==> src/rtl/crc_fifo_seq.sv <==
// crc_fifo_seq: SpaceWire Tx packet sequencer between the synchronous FIFO
// and the pipelined CRC-32 engine.
// - Forwards FIFO data bytes downstream and feeds each one to the CRC engine.
// - On the EOP entry it waits for the CRC pipeline to drain, appends the
//   four CRC bytes (MSB first), then sends the EOP marker (9'h100).
// Optional feature: define PKT_CNT_EN to add the o_pkt_cnt output, a
// wrapping count of accepted EOP markers.
//
// state    | meaning
// ---------+----------------------------------------------------------
// S_IDLE   | waiting for the FIFO to hold an entry
// S_INIT   | one-cycle crc_init pulse for the new packet
// S_READ   | popping entries, forwarding data bytes to tx and CRC
// S_DRAIN  | EOP seen; waiting CRC_LAT cycles for crc_out to settle
// S_APPEND | sending the four latched CRC bytes, MSB first
// S_TERM   | sending the EOP marker and waiting for its acceptance
module crc_fifo_seq #(
  parameter int CRC_LAT = 2,
  parameter int DW      = 8
) (
  input  logic          i_clk,
  input  logic          i_reset,
  input  logic          i_fifo_empty,
  input  logic [DW:0]   i_fifo_dout,
  output logic          o_fifo_rd,
  output logic          o_crc_init,
  output logic          o_crc_en,
  output logic [DW-1:0] o_crc_din,
  input  logic [31:0]   i_crc_out,
  output logic [DW:0]   o_tx_data,
  output logic          o_tx_valid,
  input  logic          i_tx_ready,
`ifdef PKT_CNT_EN
  output logic [15:0]   o_pkt_cnt,
`endif
  output logic          o_busy
);

  typedef enum logic [2:0] {
    S_IDLE,
    S_INIT,
    S_READ,
    S_DRAIN,
    S_APPEND,
    S_TERM
  } state_t;

  state_t      r_state;
  state_t      w_state_nxt;
  logic        r_rd_q;
  logic [3:0]  r_drain_cnt;
  logic [1:0]  r_byte_idx;
  logic [31:0] r_crc;
  logic [DW:0] r_tx_data;
  logic        r_tx_valid;
  logic        r_crc_en;
  logic [DW-1:0] r_crc_din;

  logic        w_slot_free;
  logic        w_accept;
  logic        w_rd;
  logic        w_crc_init;
  logic        w_data_beat;
  logic        w_eop_beat;
  logic        w_load_crc;
  logic        w_load_term;
  logic [DW:0] w_crc_sym;

  // The output slot can take a new symbol when empty or being drained now.
  assign w_slot_free = !r_tx_valid || i_tx_ready;
  assign w_accept    = r_tx_valid && i_tx_ready;

  // Next-state and per-cycle strobes.
  always_comb begin
    w_state_nxt = r_state;
    w_rd        = 1'b0;
    w_crc_init  = 1'b0;
    w_data_beat = 1'b0;
    w_eop_beat  = 1'b0;
    w_load_crc  = 1'b0;
    w_load_term = 1'b0;
    case (r_state)
      S_IDLE: begin
        if (!i_fifo_empty) w_state_nxt = S_INIT;
      end
      S_INIT: begin
        w_crc_init  = 1'b1;
        w_state_nxt = S_READ;
      end
      S_READ: begin
        // One read in flight at most; the slot must be free so the byte
        // returned next cycle always has somewhere to go.
        w_rd = !i_fifo_empty && w_slot_free && !r_rd_q;
        if (r_rd_q) begin
          if (i_fifo_dout[DW]) begin
            w_eop_beat  = 1'b1;
            w_state_nxt = S_DRAIN;
          end else begin
            w_data_beat = 1'b1;
          end
        end
      end
      S_DRAIN: begin
        if (r_drain_cnt == 4'd0) w_state_nxt = S_APPEND;
      end
      S_APPEND: begin
        if (w_slot_free) begin
          w_load_crc = 1'b1;
          if (r_byte_idx == 2'd3) w_state_nxt = S_TERM;
        end
      end
      S_TERM: begin
        // Slot holding the marker means it was loaded; leave once accepted.
        if (r_tx_valid && r_tx_data[DW]) begin
          if (i_tx_ready) w_state_nxt = S_IDLE;
        end else if (w_slot_free) begin
          w_load_term = 1'b1;
        end
      end
      default: w_state_nxt = S_IDLE;
    endcase
  end

  // Select the CRC byte to append, MSB first.
  always_comb begin
    w_crc_sym = '0;
    case (r_byte_idx)
      2'd0: w_crc_sym = {1'b0, r_crc[31:24]};
      2'd1: w_crc_sym = {1'b0, r_crc[23:16]};
      2'd2: w_crc_sym = {1'b0, r_crc[15:8]};
      2'd3: w_crc_sym = {1'b0, r_crc[7:0]};
      default: w_crc_sym = '0;
    endcase
  end

  // State register.
  always_ff @(posedge i_clk or posedge i_reset) begin
    if (i_reset) r_state <= S_IDLE;
    else         r_state <= w_state_nxt;
  end

  // Delayed read strobe marks the cycle fifo_dout is valid.
  always_ff @(posedge i_clk or posedge i_reset) begin
    if (i_reset) r_rd_q <= 1'b0;
    else         r_rd_q <= w_rd;
  end

  // Drain timer and CRC capture once the pipeline has settled.
  always_ff @(posedge i_clk or posedge i_reset) begin
    if (i_reset) begin
      r_drain_cnt <= 4'd0;
      r_crc       <= 32'd0;
    end else if (w_eop_beat) begin
      r_drain_cnt <= 4'(CRC_LAT);
    end else if (r_state == S_DRAIN) begin
      if (r_drain_cnt == 4'd0) r_crc <= i_crc_out;
      else                     r_drain_cnt <= r_drain_cnt - 4'd1;
    end
  end

  // CRC byte index advances whenever a CRC byte enters the slot.
  always_ff @(posedge i_clk or posedge i_reset) begin
    if (i_reset)         r_byte_idx <= 2'd0;
    else if (w_eop_beat) r_byte_idx <= 2'd0;
    else if (w_load_crc) r_byte_idx <= r_byte_idx + 2'd1;
  end

  // Output slot: load a new symbol or clear on acceptance; otherwise hold.
  always_ff @(posedge i_clk or posedge i_reset) begin
    if (i_reset) begin
      r_tx_data  <= '0;
      r_tx_valid <= 1'b0;
    end else if (w_data_beat) begin
      r_tx_data  <= {1'b0, i_fifo_dout[DW-1:0]};
      r_tx_valid <= 1'b1;
    end else if (w_load_crc) begin
      r_tx_data  <= w_crc_sym;
      r_tx_valid <= 1'b1;
    end else if (w_load_term) begin
      r_tx_data  <= {1'b1, {DW{1'b0}}};
      r_tx_valid <= 1'b1;
    end else if (w_accept) begin
      r_tx_valid <= 1'b0;
    end
  end

  // CRC feed, aligned with the forwarded byte; din holds when idle.
  always_ff @(posedge i_clk or posedge i_reset) begin
    if (i_reset) begin
      r_crc_en  <= 1'b0;
      r_crc_din <= '0;
    end else begin
      r_crc_en <= w_data_beat;
      if (w_data_beat) r_crc_din <= i_fifo_dout[DW-1:0];
    end
  end

`ifdef PKT_CNT_EN
  logic [15:0] r_pkt_cnt;

  // Count accepted EOP markers, wrapping naturally at 16 bits.
  always_ff @(posedge i_clk or posedge i_reset) begin
    if (i_reset)                         r_pkt_cnt <= 16'd0;
    else if (w_accept && r_tx_data[DW])  r_pkt_cnt <= r_pkt_cnt + 16'd1;
  end

  assign o_pkt_cnt = r_pkt_cnt;
`endif

  assign o_fifo_rd  = w_rd;
  assign o_crc_init = w_crc_init;
  assign o_crc_en   = r_crc_en;
  assign o_crc_din  = r_crc_din;
  assign o_tx_data  = r_tx_data;
  assign o_tx_valid = r_tx_valid;
  assign o_busy     = (r_state != S_IDLE);

endmodule

==> config.mk <==
export PLATFORM = sky130hd
export DESIGN_NAME = crc_fifo_seq
export DESIGN_NICKNAME = d
export VERILOG_FILES = /design/src/rtl/crc_fifo_seq.sv
export SDC_FILE = /design/constraint.sdc
export NUM_CORES = 1
export LEC_CHECK = 0
export CORE_ASPECT_RATIO = 0.6
export CORE_MARGIN = 2
export CORE_UTILIZATION = 49
export DETAILED_ROUTE_END_ITERATION = 10
export GPL_TIMING_DRIVEN = 0
export HOLD_SLACK_MARGIN = 0.15
export PLACE_DENSITY_LB_ADDON = 0.12
export SYNTH_ARGS = -nofsm -noshare
export SYNTH_HDL_FRONTEND = slang
export SYNTH_SLANG_ARGS = --single-unit
==> constraint.sdc <==
create_clock -name i_clk -period 2.9 [get_ports i_clk]
set_input_delay 0.58 -clock i_clk [delete_from_list [all_inputs] [get_ports i_clk]]
set_output_delay 0.58 -clock i_clk [all_outputs]
set_load 0.01 [all_outputs]
==> impl_metrics.env, run 1 <==
export IMPL_outcome="finished, final reports clean"
export IMPL_grt_max_degree=43
export IMPL_ys_warn_count=0
export IMPL_drt_initial_drc_count=120
export IMPL_drc_errors=0
export IMPL_arrival_ps=2050
export IMPL_endpoint_kind="primary output"
export IMPL_p_per_area_nw_per_um2=1010
export IMPL_wl_per_cell_um=16.5
export IMPL_setup_violations=0
export IMPL_tritoncts="done"
export IMPL_ir_worst_vdd_mv=0.487
export IMPL_first_global_vias=1898
export IMPL_root_buffer="clkbuf_8"
export IMPL_dr_pass1_iters=7
export IMPL_place_area_um2=3500
export IMPL_min_period_ps=2630
export IMPL_chipHeight_um=61.9
export IMPL_utilization_pct=68.1
export IMPL_io_pins=67
export IMPL_finalMaxSlewViolations=0
export IMPL_syn_area_per_cell_um2=13.1
export IMPL_startpoint_type="primary input"
export IMPL_insertion_delay_ps=340
export IMPL_ctsLongestPathBuffers=2
export IMPL_use_met1_pct=30.3
export IMPL_core_area_um2=5490
export IMPL_drive_above_1_share_pct=24.0
export IMPL_synth_seq_cells=61
export IMPL_required_ps=2320
export IMPL_grt_use_met2_pct=29.1
export IMPL_grt_pass1_wl_mm=9.50
export IMPL_busiest_layer="met1"
export IMPL_antenna_found_initial=0
export IMPL_synth_most_common_cell="dfrtp_1"
export IMPL_synth_area_top_cells="dfrtp_1 (56%), mux2_2 (16%), a222oi_1 (2.9%), ha_1 (2.7%), a221o_1 (2.6%)"
export IMPL_hold_buffers=0
export IMPL_yosysUniqueCellTypes=37
export IMPL_globalRouteMet3Util_pct=7.49
export IMPL_initial_utilization_pct=49.9
export IMPL_cts_sinks=61
export IMPL_netlist_area_um2=2740
export IMPL_synth_edf_count=0
export IMPL_finalWirelength_mm=5.96
export IMPL_synthFlopType="dfrtp_1"
export IMPL_area_delta_synth_final_pct=36.6
export IMPL_vias=1966
export IMPL_fin_tns_setup_ps=0
export IMPL_async_flop_share_pct=100
export IMPL_path_class="primary input to primary output"
export IMPL_slew_headroom_pct=63.6
export IMPL_maxCapViolations=0
export IMPL_layout_nets=338
export IMPL_hpwl_mm=4.43
export IMPL_final_antenna_net_count=0
export IMPL_syn_num_nets=260
export IMPL_design_area_um2=3740
export IMPL_track_usage_pct=20.9
export IMPL_clock_skew_ps=7.46
export IMPL_n_fill_cell=421
export IMPL_synth_top_cell_area_share_pct=55.8
export IMPL_place_congestion=0.809
export IMPL_hold_viol=0
export IMPL_synth_cells=209
export IMPL_h_tree_depth=3
export IMPL_yosysTopAreaCell="dfrtp_1"
export IMPL_port_buffer_count=66
export IMPL_grt_overflow=0
export IMPL_avgViaCountPerCell=5.45
export IMPL_cts_resized=0
export IMPL_rows=21
export IMPL_post_route_period_util_pct=90.6
export IMPL_ys_seq_area_share_pct=55.8
export IMPL_path_max_fanout=4
export IMPL_numCtsBuffers=9
export IMPL_clk_pin_slew_worst_paths_ps=70
export IMPL_hp_class="flip-flop to flip-flop"
export IMPL_tightestPinTransition_ps=543
export IMPL_postCtsSetupBuffers=0
export IMPL_rsz0062_at_grt="no"
export IMPL_diodes=0
export IMPL_fmax_mhz=381
export IMPL_die_area_um2=6220
export IMPL_leakage_uw=0.00169
export IMPL_synth_common_cells="dfrtp_1 (61), mux2_2 (40), nor2_1 (12), nand2_1 (11)"
export IMPL_die_w_um=100
[power breakdown]
part / internal [µW] / leakage, µW / switching (µW)
clock: 530 / 0.000108 / 332
combinational: 788 / 0.000811 / 636
sequential: 1260 / 0.000767 / 232
[placed cells by master, fill, tap and decap left out, types with 2 or more instances in the layout]
master and n:
clkdlybuf4s50_1 66, dfrtp_1 61, mux2_2 40, nor2_1 12, nand2_1 11, clkbuf_8 11, a222oi_1 8, inv_1 7
o211a_1 7, a221o_1 7, buf_2 6, ha_1 6, nand2b_1 4, nor3_1 4, clkbuf_1 3, nand3_1 3
buf_6 3, clkinvlp_4 3, xnor2_1 2, nand4_1 2, xor2_1 2, a211o_1 2, bufinv_16 2
[area by class of cell]
class,count,area (µm²),share of cell area (%)
Tap cell,69,86.3,2.31
Clock inverter,5,82.6,2.21
Buffer,14,86.3,2.31
Clock buffer,11,151,4.05
Inverter,8,30.0,0.803
Sequential cell,61,1530,40.8
Multi-Input combinational cell,126,1090,29.3
Timing Repair Buffer,67,681,18.2
[critical path, cell delays in order]
cell and delay [ps]:
clkdlybuf4s50_1 490, nand2b_1 210, and4_1 230, clkdlybuf4s50_1 530
[stage by stage]
stage | total power [µW] | setup slack, ps | std cells | hold slack (ps)
global placement | 2870 | -311 | 344 | 460
CTS | 3810 | 282 | 361 | 507
detailed placement | 2940 | 286 | 345 | 491
finish | 3780 | 274 | 361 | 502
floorplan | 2360 | 807 | 209 | 471
global route | 4040 | 201 | 361 | 528
[layer usage]
| metal | up-vias | share of wire, % |
|---|---|---|
| met5 | - | 0 |
| met1 | 959 | 51 |
| met3 | 8 | 6.5 |
| met4 | 0 | 0.99 |
| met2 | 73 | 41 |
| li1 | 926 | - |
[final timing paths]
kind	slack, ps	end	startpoint	cells past startpoint
worst max-delay path	270	o_fifo_rd	i_tx_ready	4
worst min-delay path	500	o_tx_data[0]	o_tx_data[0]	1
worst max register to register	700	r_crc[22]	r_drain_cnt[0]	7
worst min register to register	500	o_tx_data[0]	o_tx_data[0]	1
max in group asynchronous	1770	r_crc[22]	i_reset	3
min in group asynchronous	560	o_tx_data[5]	i_reset	2
[state kept, by name, summed over array words and instances (netlist names)]
signal       flops
r_crc           32
r_drain_cnt      4
o_tx_valid       1
r_state          3
o_crc_en         1
o_crc_din        8
r_rd_q           1
r_byte_idx       2
o_tx_data        9
[kinds of logic (layout without fill, tap and decap cells)]
logic type	count (synthesis)	count (layout)	share of synthesized area (%)
DFF	61	61	55.8
and+or+nand+nor	44	44	8.46
muxes	41	41	16.8
AOI/OAI and AO/OA	31	31	10.7
buffers and inverters	22	105	4.25
adders and majority gates	6	6	2.74
xor gates and xnor gates	4	4	1.28
Note: power is estimated with default switching activity, not from simulation.
==> run 2, diff against run 1 <==
--- a/config.mk
+++ b/config.mk
@@ -6,7 +6,6 @@
 export NUM_CORES = 1
 export LEC_CHECK = 0
 export CORE_ASPECT_RATIO = 0.6
-export CORE_MARGIN = 2
 export CORE_UTILIZATION = 49
 export DETAILED_ROUTE_END_ITERATION = 10
 export GPL_TIMING_DRIVEN = 0
==> run 2 against run 1 <==
The flow now finishes with violations (design-rule violations); clock skew grew 0.66 ps; first-iteration DRC count shrank 22%; total power is 3.2% lower; hold slack got worse by 18 ps; global-route usage grew 2.9 points; setup slack improved by 10 ps; sequential power hardly changed; final area is 1.4% lower; critical path type unchanged; critical endpoint unchanged.
==> impl_metrics.env, run 2 (synthesized netlist as in run 1, its figures left out) <==
export IMPL_tritoncts="done"
export IMPL_cts_sinks=61
export IMPL_hold_viol=0
export IMPL_violations="design-rule violations"
export IMPL_place_congestion=0.824
export IMPL_cts_resized=0
export IMPL_core_area_um2=5200
export IMPL_min_period_ps=2620
export IMPL_postCtsSetupBuffers=0
export IMPL_path_max_fanout=4
export IMPL_ctsLongestPathBuffers=2
export IMPL_rows=20
export IMPL_arrival_ps=2040
export IMPL_clk_pin_slew_worst_paths_ps=60
export IMPL_tightestPinTransition_ps=659
export IMPL_diodes=0
export IMPL_antenna_found_initial=0
export IMPL_layout_common_cells="clkdlybuf4s50_1 (66), dfrtp_1 (61), mux2_2 (40), nor2_1 (12), nand2_1 (11)"
export IMPL_first_global_vias=2007
export IMPL_grt_max_degree=44
export IMPL_die_area_um2=5900
export IMPL_post_place_ws_ps=298
export IMPL_grt_overflow=0
export IMPL_regMostFlops="r_crc"
export IMPL_power_uw=3660
export IMPL_setup_violations=0
export IMPL_dr_pass1_iters=10
export IMPL_hold_buffers=0
export IMPL_insertion_delay_ps=350
export IMPL_path_class="primary input to primary output"
export IMPL_n_fill_cell=388
export IMPL_finalMaxSlewViolations=0
export IMPL_post_route_period_util_pct=90.2
export IMPL_fin_tns_setup_ps=0
export IMPL_clock_skew_ps=8.12
export IMPL_initial_utilization_pct=52.6
export IMPL_final_antenna_net_count=0
export IMPL_vias=1989
export IMPL_io_pins=67
export IMPL_endpoint_kind="primary output"
export IMPL_fin_ws_ps=284
export IMPL_layout_nets=338
export IMPL_leakage_uw=0.00167
export IMPL_stdcell_count=358
export IMPL_die_w_um=98.5
export IMPL_area_delta_synth_final_pct=34.6
export IMPL_required_ps=2320
export IMPL_root_buffer="clkbuf_8"
export IMPL_avgViaCountPerCell=5.56
export IMPL_maxCapViolations=0
export IMPL_slew_headroom_pct=55.9
export IMPL_grt_pass1_wl_mm=10.2
export IMPL_port_buffer_count=66
export IMPL_hp_class="flip-flop to flip-flop"
export IMPL_track_usage_pct=23.8
export IMPL_largest_reg_flops=32
export IMPL_numCtsBuffers=9
export IMPL_rsz0062_at_grt="no"
export IMPL_drc_errors=2
export IMPL_ir_worst_vdd_mv=0.550
export IMPL_dp_cells=342
export IMPL_startpoint_type="primary input"
export IMPL_outcome="finished, violations left"
export IMPL_drive_above_1_share_pct=22.9
export IMPL_hpwl_mm=4.49
export IMPL_p_per_area_nw_per_um2=994
export IMPL_chipHeight_um=59.9
export IMPL_drt_initial_drc_count=94
export IMPL_wl_per_cell_um=17.5
export IMPL_fmax_mhz=382
export IMPL_final_common_cell="clkdlybuf4s50_1"
export IMPL_h_tree_depth=3
export IMPL_finalWirelength_mm=6.26
==> run 2: cell count changes in the layout (fill, tap and decap cells not counted) <==
| cell | delta |
|---|---|
| clkinvlp_4 | -3 |
| clkbuf_1 | +3 |
| clkinv_2 | +2 |
| bufinv_16 | -1 |
| clkbuf_8 | -2 |
| clkinv_4 | +1 |
==> run 2: per-stage QoR <==
stage	hold WS (ps)	area [µm²]	util [%]
after global placement	469	3480	66.9
final	483	3680	70.8
after floorplan	471	2740	-
after CTS	490	3680	70.8
after global routing	503	3680	70.8
after detailed placement	476	3500	67.3
==> run 2: path summary, 6_finish.rpt <==
check                                from           end  slack [ps]  cells past startpoint
min                          o_tx_data[0]  o_tx_data[0]         480                      1
min reg2reg                  o_tx_data[0]  o_tx_data[0]         480                      1
max reg2reg                r_drain_cnt[0]     r_crc[28]         700                      7
max in group asynchronous         i_reset      o_crc_en        1790                      3
min in group asynchronous         i_reset      r_crc[6]         540                      2
max                            i_tx_ready     o_fifo_rd         280                      4
==> run 2: layout make-up <==
| cell class | instances | area (µm²) | area share [%] |
|---|---|---|---|
| Tap cell | 66 | 82.6 | 2.24 |
| Inverter | 8 | 30.0 | 0.815 |
| Buffer | 14 | 86.3 | 2.34 |
| Timing Repair Buffer | 67 | 681 | 18.5 |
| Multi-Input combinational cell | 126 | 1090 | 29.7 |
| Clock buffer | 12 | 135 | 3.67 |
| Sequential cell | 61 | 1530 | 41.4 |
| Clock inverter | 4 | 48.8 | 1.32 |
==> run 2: report_power, final <==
part	switching [µW]	internal, µW
logic	651	787
registers	240	1270
clock network	324	396
==> run 2: critical path: stages <==
cell,delay (ps)
clkdlybuf4s50_1,510
nand2b_1,190
and4_1,220
clkdlybuf4s50_1,540
==> run 2: routing by layer <==
layer | up-vias | track usage [%] | wire length (µm)
met2 | 64 | 35.0 | 2700
met4 | 0 | 7.68 | 65
met3 | 8 | 7.84 | 402
met1 | 994 | 33.5 | 3100
li1 | 923 | - | -
met5 | - | 0 | 0
==> run 3, diff against run 2 <==
--- a/config.mk
+++ b/config.mk
@@ -6,9 +6,8 @@
 export NUM_CORES = 1
 export LEC_CHECK = 0
 export CORE_ASPECT_RATIO = 0.6
-export CORE_UTILIZATION = 49
+export CORE_UTILIZATION = 40
 export DETAILED_ROUTE_END_ITERATION = 10
-export GPL_TIMING_DRIVEN = 0
 export HOLD_SLACK_MARGIN = 0.15
 export PLACE_DENSITY_LB_ADDON = 0.12
 export SYNTH_ARGS = -nofsm -noshare
==> run 3 against run 2 <==
The run now ends clean; global-route usage shrank 4.7 points; via count shrank 3.3%; non-clock buffer count fell by 11; clock-buffer cell count increased by 2; final area grew 2.0%; critical endpoint unchanged; largest power group unchanged.
==> impl_metrics.env, run 3 (synthesized netlist as in run 1, its figures left out) <==
export IMPL_outcome="finished, final reports clean"
export IMPL_final_common_cell="clkdlybuf4s50_1"
export IMPL_postCtsSetupBuffers=0
export IMPL_arrival_ps=2020
export IMPL_h_tree_depth=3
export IMPL_worstReg2RegStart="r_drain_cnt[0]"
export IMPL_dr_pass1_iters=5
export IMPL_place_congestion=0.846
export IMPL_min_from="o_tx_data[0]"
export IMPL_hp_class="flip-flop to flip-flop"
export IMPL_chipHeight_um=66.1
export IMPL_cts_resized=0
export IMPL_ctsLongestPathBuffers=2
export IMPL_drc_errors=0
export IMPL_grt_overflow=0
export IMPL_hpwl_mm=4.13
export IMPL_leakage_uw=0.00168
export IMPL_first_global_vias=1924
export IMPL_holdWs_ps=487
export IMPL_use_met1_pct=27.3
export IMPL_tightestPinTransition_ps=719
export IMPL_endpoint_kind="primary output"
export IMPL_avgViaCountPerCell=5.29
export IMPL_crit_start="i_tx_ready"
export IMPL_hold_viol=0
export IMPL_io_pins=67
export IMPL_maxCapViolations=0
export IMPL_largest_reg_flops=32
export IMPL_drive_above_1_share_pct=21.4
export IMPL_globalRouteMet3Util_pct=8.37
export IMPL_finalMaxSlewViolations=0
export IMPL_clk_pin_slew_worst_paths_ps=50
export IMPL_vias=1924
export IMPL_required_ps=2320
export IMPL_die_w_um=109
export IMPL_regMostFlops="r_crc"
export IMPL_core_area_um2=6360
export IMPL_layout_common_cells="clkdlybuf4s50_1 (66), dfrtp_1 (61), mux2_2 (40), nor2_1 (12), nand2_1 (11)"
export IMPL_place_area_um2=3470
export IMPL_path_class="primary input to primary output"
export IMPL_root_buffer="clkbuf_16"
export IMPL_n_fill_cell=552
export IMPL_rsz0062_at_grt="no"
export IMPL_port_buffer_count=66
export IMPL_grt_pass1_wl_mm=9.85
export IMPL_p_per_area_nw_per_um2=1050
export IMPL_final_antenna_net_count=0
export IMPL_die_area_um2=7190
export IMPL_hold_buffers=0
export IMPL_track_usage_pct=19.0
export IMPL_rows=22
export IMPL_initial_utilization_pct=43.1
export IMPL_numCtsBuffers=9
export IMPL_startpoint_type="primary input"
export IMPL_drt_initial_drc_count=79
export IMPL_area_delta_synth_final_pct=37.3
export IMPL_grt_max_degree=38
export IMPL_fmax_mhz=385
export IMPL_diodes=0
export IMPL_setup_violations=0
export IMPL_finalWirelength_mm=5.93
export IMPL_layout_nets=327
export IMPL_tritoncts="done"
export IMPL_wl_per_cell_um=16.3
export IMPL_design_area_um2=3760
export IMPL_fin_tns_setup_ps=0
export IMPL_busiest_layer="met1"
export IMPL_min_period_ps=2600
export IMPL_antenna_found_initial=0
export IMPL_clock_skew_ps=7.39
export IMPL_insertion_delay_ps=320
export IMPL_path_max_fanout=4
export IMPL_cts_sinks=61
export IMPL_grt_use_met2_pct=25.7
export IMPL_ir_worst_vdd_mv=0.393
export IMPL_slew_headroom_pct=51.8
export IMPL_post_route_period_util_pct=89.6
run 3: cell count changes in the layout (fill, tap and decap cells not counted), sizes merged:
cell / change
clkinv: -3
clkbuf: -1
buf: -8
run 3: routing by layer:
| metal | wire (µm) | share of wire [%] |
|---|---|---|
| met1 | 3110 | 52 |
| met2 | 2440 | 41 |
| met3 | 357 | 6.0 |
| met4 | 21 | 0.35 |
| met5 | 0 | 0 |
run 3: final timing paths:
path                       slack [ps]           end  depth (start not counted)
max                               300     o_fifo_rd                          4
min                               490  o_tx_data[0]                          1
max reg2reg                       720      r_crc[0]                          6
min reg2reg                       490  o_tx_data[0]                          1
max in group asynchronous        1690  o_tx_data[3]                          3
min in group asynchronous         630      r_crc[6]                          2
run 3: critical path, cell delays in order:
cell and delay, ps:
clkdlybuf4s50_1 500, nand2b_1 190, and4_1 220, clkdlybuf4s50_1 530
run 3: final cells by class:
type | count | area, µm² | area share, %
flip-flops and latches | 61 | 1530 | 40.6
multi-input cells | 126 | 1100 | 29.3
repair buffers | 70 | 703 | 18.7
clock buffers | 14 | 264 | 7.02
well taps | 84 | 105 | 2.80
clock inverters | 1 | 30.0 | 0.799
inverters | 8 | 30.0 | 0.799
run 3: stage by stage:
step | instances | worst slack, ps | utilization [%] | power, µW
6_report | 364 | 302 | 59.1 | 3930
5_1_grt | 364 | 233 | 59.1 | 4210
4_1_cts | 364 | 314 | 59.1 | 3960
3_5_place_dp | 349 | 324 | 54.5 | 2880
3_3_place_gp | 349 | 337 | 54.5 | 2860
2_1_floorplan | 209 | 807 | - | 2360
run 3: power breakdown:
| part | switching [µW] | internal [µW] | total (µW) |
|---|---|---|---|
| clock network | 343 | 707 | 1050 |
| logic | 582 | 760 | 1340 |
| registers | 270 | 1270 | 1540 |
